$ cat src/rtl/clk_div_multi.sv
// clk_div_multi: multi-channel programmable tick / 50%-duty clock divider with shadowed divisor updates.
module clk_div_multi #(
  parameter int NUM_CH      = 4,
  parameter int CNT_W       = 27,
  parameter int DEFAULT_DIV = 10000000,
  parameter int CH_IDX_W    = 2
) (
  input  logic                CLK,
  input  logic                RESET,
  input  logic [NUM_CH-1:0]   CH_EN,
  input  logic                SYNC,
  input  logic                CFG_WE,
  input  logic [CH_IDX_W-1:0] CFG_CH,
  input  logic [CNT_W-1:0]    CFG_DIV,
  output logic                CFG_ERR,
  output logic [NUM_CH-1:0]   CFG_PEND,
  output logic [NUM_CH-1:0]   TICK,
  output logic [NUM_CH-1:0]   CLKOUT
);
  localparam logic [CNT_W-1:0] DEF = CNT_W'(DEFAULT_DIV);
  logic cfg_ok;
  assign cfg_ok = (CFG_DIV != '0) && (32'(CFG_CH) < NUM_CH);
  always_ff @(posedge CLK)
    CFG_ERR <= RESET ? 1'b0 : CFG_WE && !cfg_ok;
  for (genvar g = 0; g < NUM_CH; g++) begin : g_ch
    logic [CNT_W-1:0] cnt, act, shd, nxt;
    logic wr, tc, tick_r, clk_r, pend_r;
    assign wr  = CFG_WE && cfg_ok && (CFG_CH == CH_IDX_W'(g));
    assign nxt = wr ? CFG_DIV : shd;
    assign tc  = cnt == act - CNT_W'(1);
    // shd equals act whenever nothing is pending, so reloading act from nxt on every
    // restart covers write-through, pending apply and the no-change case alike
    always_ff @(posedge CLK) begin
      if (RESET) begin
        cnt    <= '0;
        act    <= DEF;
        shd    <= DEF;
        tick_r <= 1'b0;
        clk_r  <= 1'b0;
        pend_r <= 1'b0;
      end else begin
        shd <= nxt;
        if (!CH_EN[g] || SYNC || tc) begin
          cnt    <= '0;
          act    <= nxt;
          pend_r <= 1'b0;
          tick_r <= CH_EN[g] && !SYNC;
          clk_r  <= CH_EN[g] && !SYNC && !clk_r;
        end else begin
          cnt    <= cnt + CNT_W'(1);
          tick_r <= 1'b0;
          pend_r <= pend_r || wr;
        end
      end
    end
    assign TICK[g]     = tick_r;
    assign CLKOUT[g]   = clk_r;
    assign CFG_PEND[g] = pend_r;
  end
endmodule

$ cat config.mk
export PLATFORM = sky130hd
export DESIGN_NAME = clk_div_multi
export DESIGN_NICKNAME = d
export VERILOG_FILES = /design/src/rtl/clk_div_multi.sv
export SDC_FILE = /design/constraint.sdc
export NUM_CORES = 1
export LEC_CHECK = 0
export ABC_AREA = 1
export CAP_MARGIN = 20
export CORE_MARGIN = 5
export CORE_UTILIZATION = 58
export DETAILED_ROUTE_END_ITERATION = 16
export DONT_BUFFER_PORTS = 1
export PLACE_DENSITY = 0.75
export SETUP_SLACK_MARGIN = 0.2
export SYNTH_ARGS = -nofsm -noshare
export SYNTH_HDL_FRONTEND = slang
export SYNTH_SLANG_ARGS = --single-unit
$ cat constraint.sdc
create_clock -name CLK -period 2.2 [get_ports CLK]
set_input_delay 0.33 -clock CLK [delete_from_list [all_inputs] [get_ports CLK]]
set_output_delay 0.33 -clock CLK [all_outputs]
set_load 0.005 [all_outputs]
==> reports/qor.csv <==
metric,value,unit
run_status,finished with violations,
violations,"hold timing, setup timing",
slew_headroom,49.05,%
netlist_area,18760,um^2
yosysTopAreaCellShare,35.97,%
antenna_left,0,
drive_above_1_share,21.58,%
worstSetupPathType,reg -> reg,
cts_sinks,337,
synth_warnings,0,
startpoint_type,flip-flop,
required,2.67,ns
fin_ws,-0.1229,ns
post-place-ws,-0.3479,ns
synthCells,2768,
rr_startpoint,g_ch[2].act[0],
die_x,189.8,um
die_h,189.8,um
hold-worst-slack,-0.02817,ns
end_kind,flip-flop,
r2r_end,g_ch[2].act[13],
min_path_type,in -> reg,
powerDensity,623.6,nW/um^2
synth_common_cells,"778 x nand2_1, 337 x dfxtp_1, 336 x nor2_1, 257 x inv_1, 239 x nand3_1",
synth_area_leaders,"dfxtp_1 36%, nand2_1 16%, nor2_1 6.7%, nand3_1 6.4%, inv_1 5.1%",
gp_congestion,0.9583,
vias,18390,
synth-seq-area-share,35.97,%
ff2ff_path_depth,16,
maxSlewViolCount,0,
fin_crit_sh,105.6,%
grt_max_degree,91,
skew,0.01640,ns
tightestPinTransition,0.7634,ns
cap_violations,0,
core,31720,um^2
row_count,65,
first_iter_violations,1514,
syn_to_final_growth,23.94,%
syn_nets,2813,
wl_per_cell,16.33,um
grt-ovfl-total,0,
r2r_slack,-0.12,ns
crit_path_end,g_ch[2].act[13],
synth.most_common_cell,nand2_1,
initial_core_util,59.13,%
yosysTopAreaCell,dfxtp_1,
num_io_pins,50,
cts_tree,yes,
drc,0,
synth_edf_count,0,
clock_path_buffers,3,
cts_buffers,37,
h-tree-depth,2,
cts_root_buf,clkbuf_16,
crit_path_max_fanout,7,
first_pass_iters,6,
grt_first_pass_wirelength,81.41,mm
fin_crit,2.323,ns
insertion_delay,0.52,ns
grt_util_all_layers,26.88,%
final_nets,2923,
antenna_found_initial,3,
die-area,36030,um^2
hpwlAfterDp,34.95,mm
place_area,19710,um^2
arrival,2.79,ns
synth.avg_cell_area,6.776,um^2
async_flop_share,0,%
port_buffers,0,
synth_ff_type,dfxtp_1,
fmax,430.5,MHz
finalPower,0.01449,W
postLayoutCellArea,23240,um^2
finalSetupViolCount,198,
p_leak,10.15,nW
ys_ff_latch,337,
viasPerCell,5.563,
ys_types,45,
setup_tns,-9.294,ns
finalHoldViolCount,18,
clk_pin_slew_worst_paths,0.06,ns
worstSetupStartpoint,g_ch[2].act[0],
first_global_vias,16860,
ir_drop,0.0004949,V
rsz0062_at_grt,true,
drt_wl_total,53.98,mm
-- layer usage --
layer  global-route usage [%]  vias up  routed length [um]
met5                        0        -                  61
met4                    7.540        2                1285
met3                    5.248      115                4400
met2                    44.59      620               25030
met1                    35.87     8603               23200
li1                         -     9045                   -
-- power by group --
part	internal, W	switching (W)
Combinational	0.000722	0.00113
Clock	0.00371	0.00249
Sequential	0.00628	0.000161
-- flip-flops by register name, summed over array words and instances, names as in the netlist --
signal / flops
g_ch.shd: 108
g_ch.clk_r: 4
CFG_ERR: 1
g_ch.act: 108
g_ch.tick_r: 4
g_ch.cnt: 108
g_ch.pend_r: 4
-- layout make-up --
cell class	instances	area, um^2
multi-input combinational	2046	11660
fill	2507	8473
sequential	337	6780
timing repair buffer	178	2031
clock buffer	55	1114
inverter	278	1067
tap	402	503.0
clock inverter	7	87.58
antenna	2	5.005
-- cell families after synthesis --
| logic type | Yosys count | synth area share, % |
|---|---|---|
| buf+inv | 389 | 9.033 |
| compound gates | 158 | 4.343 |
| flops | 337 | 35.97 |
| xor+xnor | 176 | 8.519 |
| simple gates | 1700 | 41.60 |
| fa+ha+maj | 8 | 0.5337 |
-- how the worst min path moves through the flow --
stage / start / cells after the start / end / slack (ns)
finish: CFG_DIV[25] / 2 / g_ch[2].shd[25] / -0.03
global route: CFG_DIV[5] / 2 / g_ch[0].shd[5] / -0.00009
CTS: RESET / 1 / g_ch[1].shd[11] / -0.14
detailed placement: RESET / 1 / g_ch[1].shd[8] / 0.41
global placement: RESET / 1 / g_ch[1].shd[24] / 0.41
floorplan: g_ch[0].pend_r / 2 / g_ch[0].pend_r / 0.43
-- cell usage in the layout, fill, tap and decap left out, types with 48 or more instances in the layout --
cell	instances
xnor2_1	62
clkbuf_16	48
dfxtp_1	316
xor2_1	110
o21ai_0	71
inv_1	248
nand3_2	74
nor2_1	222
nand2_1	743
nor2_4	76
nand4_1	121
buf_4	103
nor2_2	85
a21oi_1	68
nand3_1	186
-- repair_timing --
action,CTS,global route
resized for setup,129,235
hold buffers,2,19
endpoints found under the hold margin,91,89
cloned,7,15
setup buffers,20,15
setup endpoints to repair,228,307
pin swaps,24,108
-- critical path, cell delays in order (launching register included) --
cell and delay (ns):
dfxtp_2 0.34, inv_4 0.07, ha_4 0.16, nand3_4 0.14
nor2_4 0.18, nand3_2 0.13, o21ai_1 0.15, nand2_1 0.08
nor2_1 0.12, nand3_2 0.11, nor2_4 0.13, nand2_4 0.10
nand2_8 0.10, buf_12 0.12, clkbuf_16 0.16, nand3_2 0.07
nand2_1 0.09
-- per-stage QoR --
stage / utilization [%] / instances
2_1_floorplan: - / 2768
3_3_place_gp: 62.15 / 3163
3_5_place_dp: 62.15 / 3163
4_1_cts: 68.45 / 3254
5_1_grt: 73.29 / 3305
6_report: 73.29 / 3305
No activity file was read; power rests on OpenSTA's default activity.
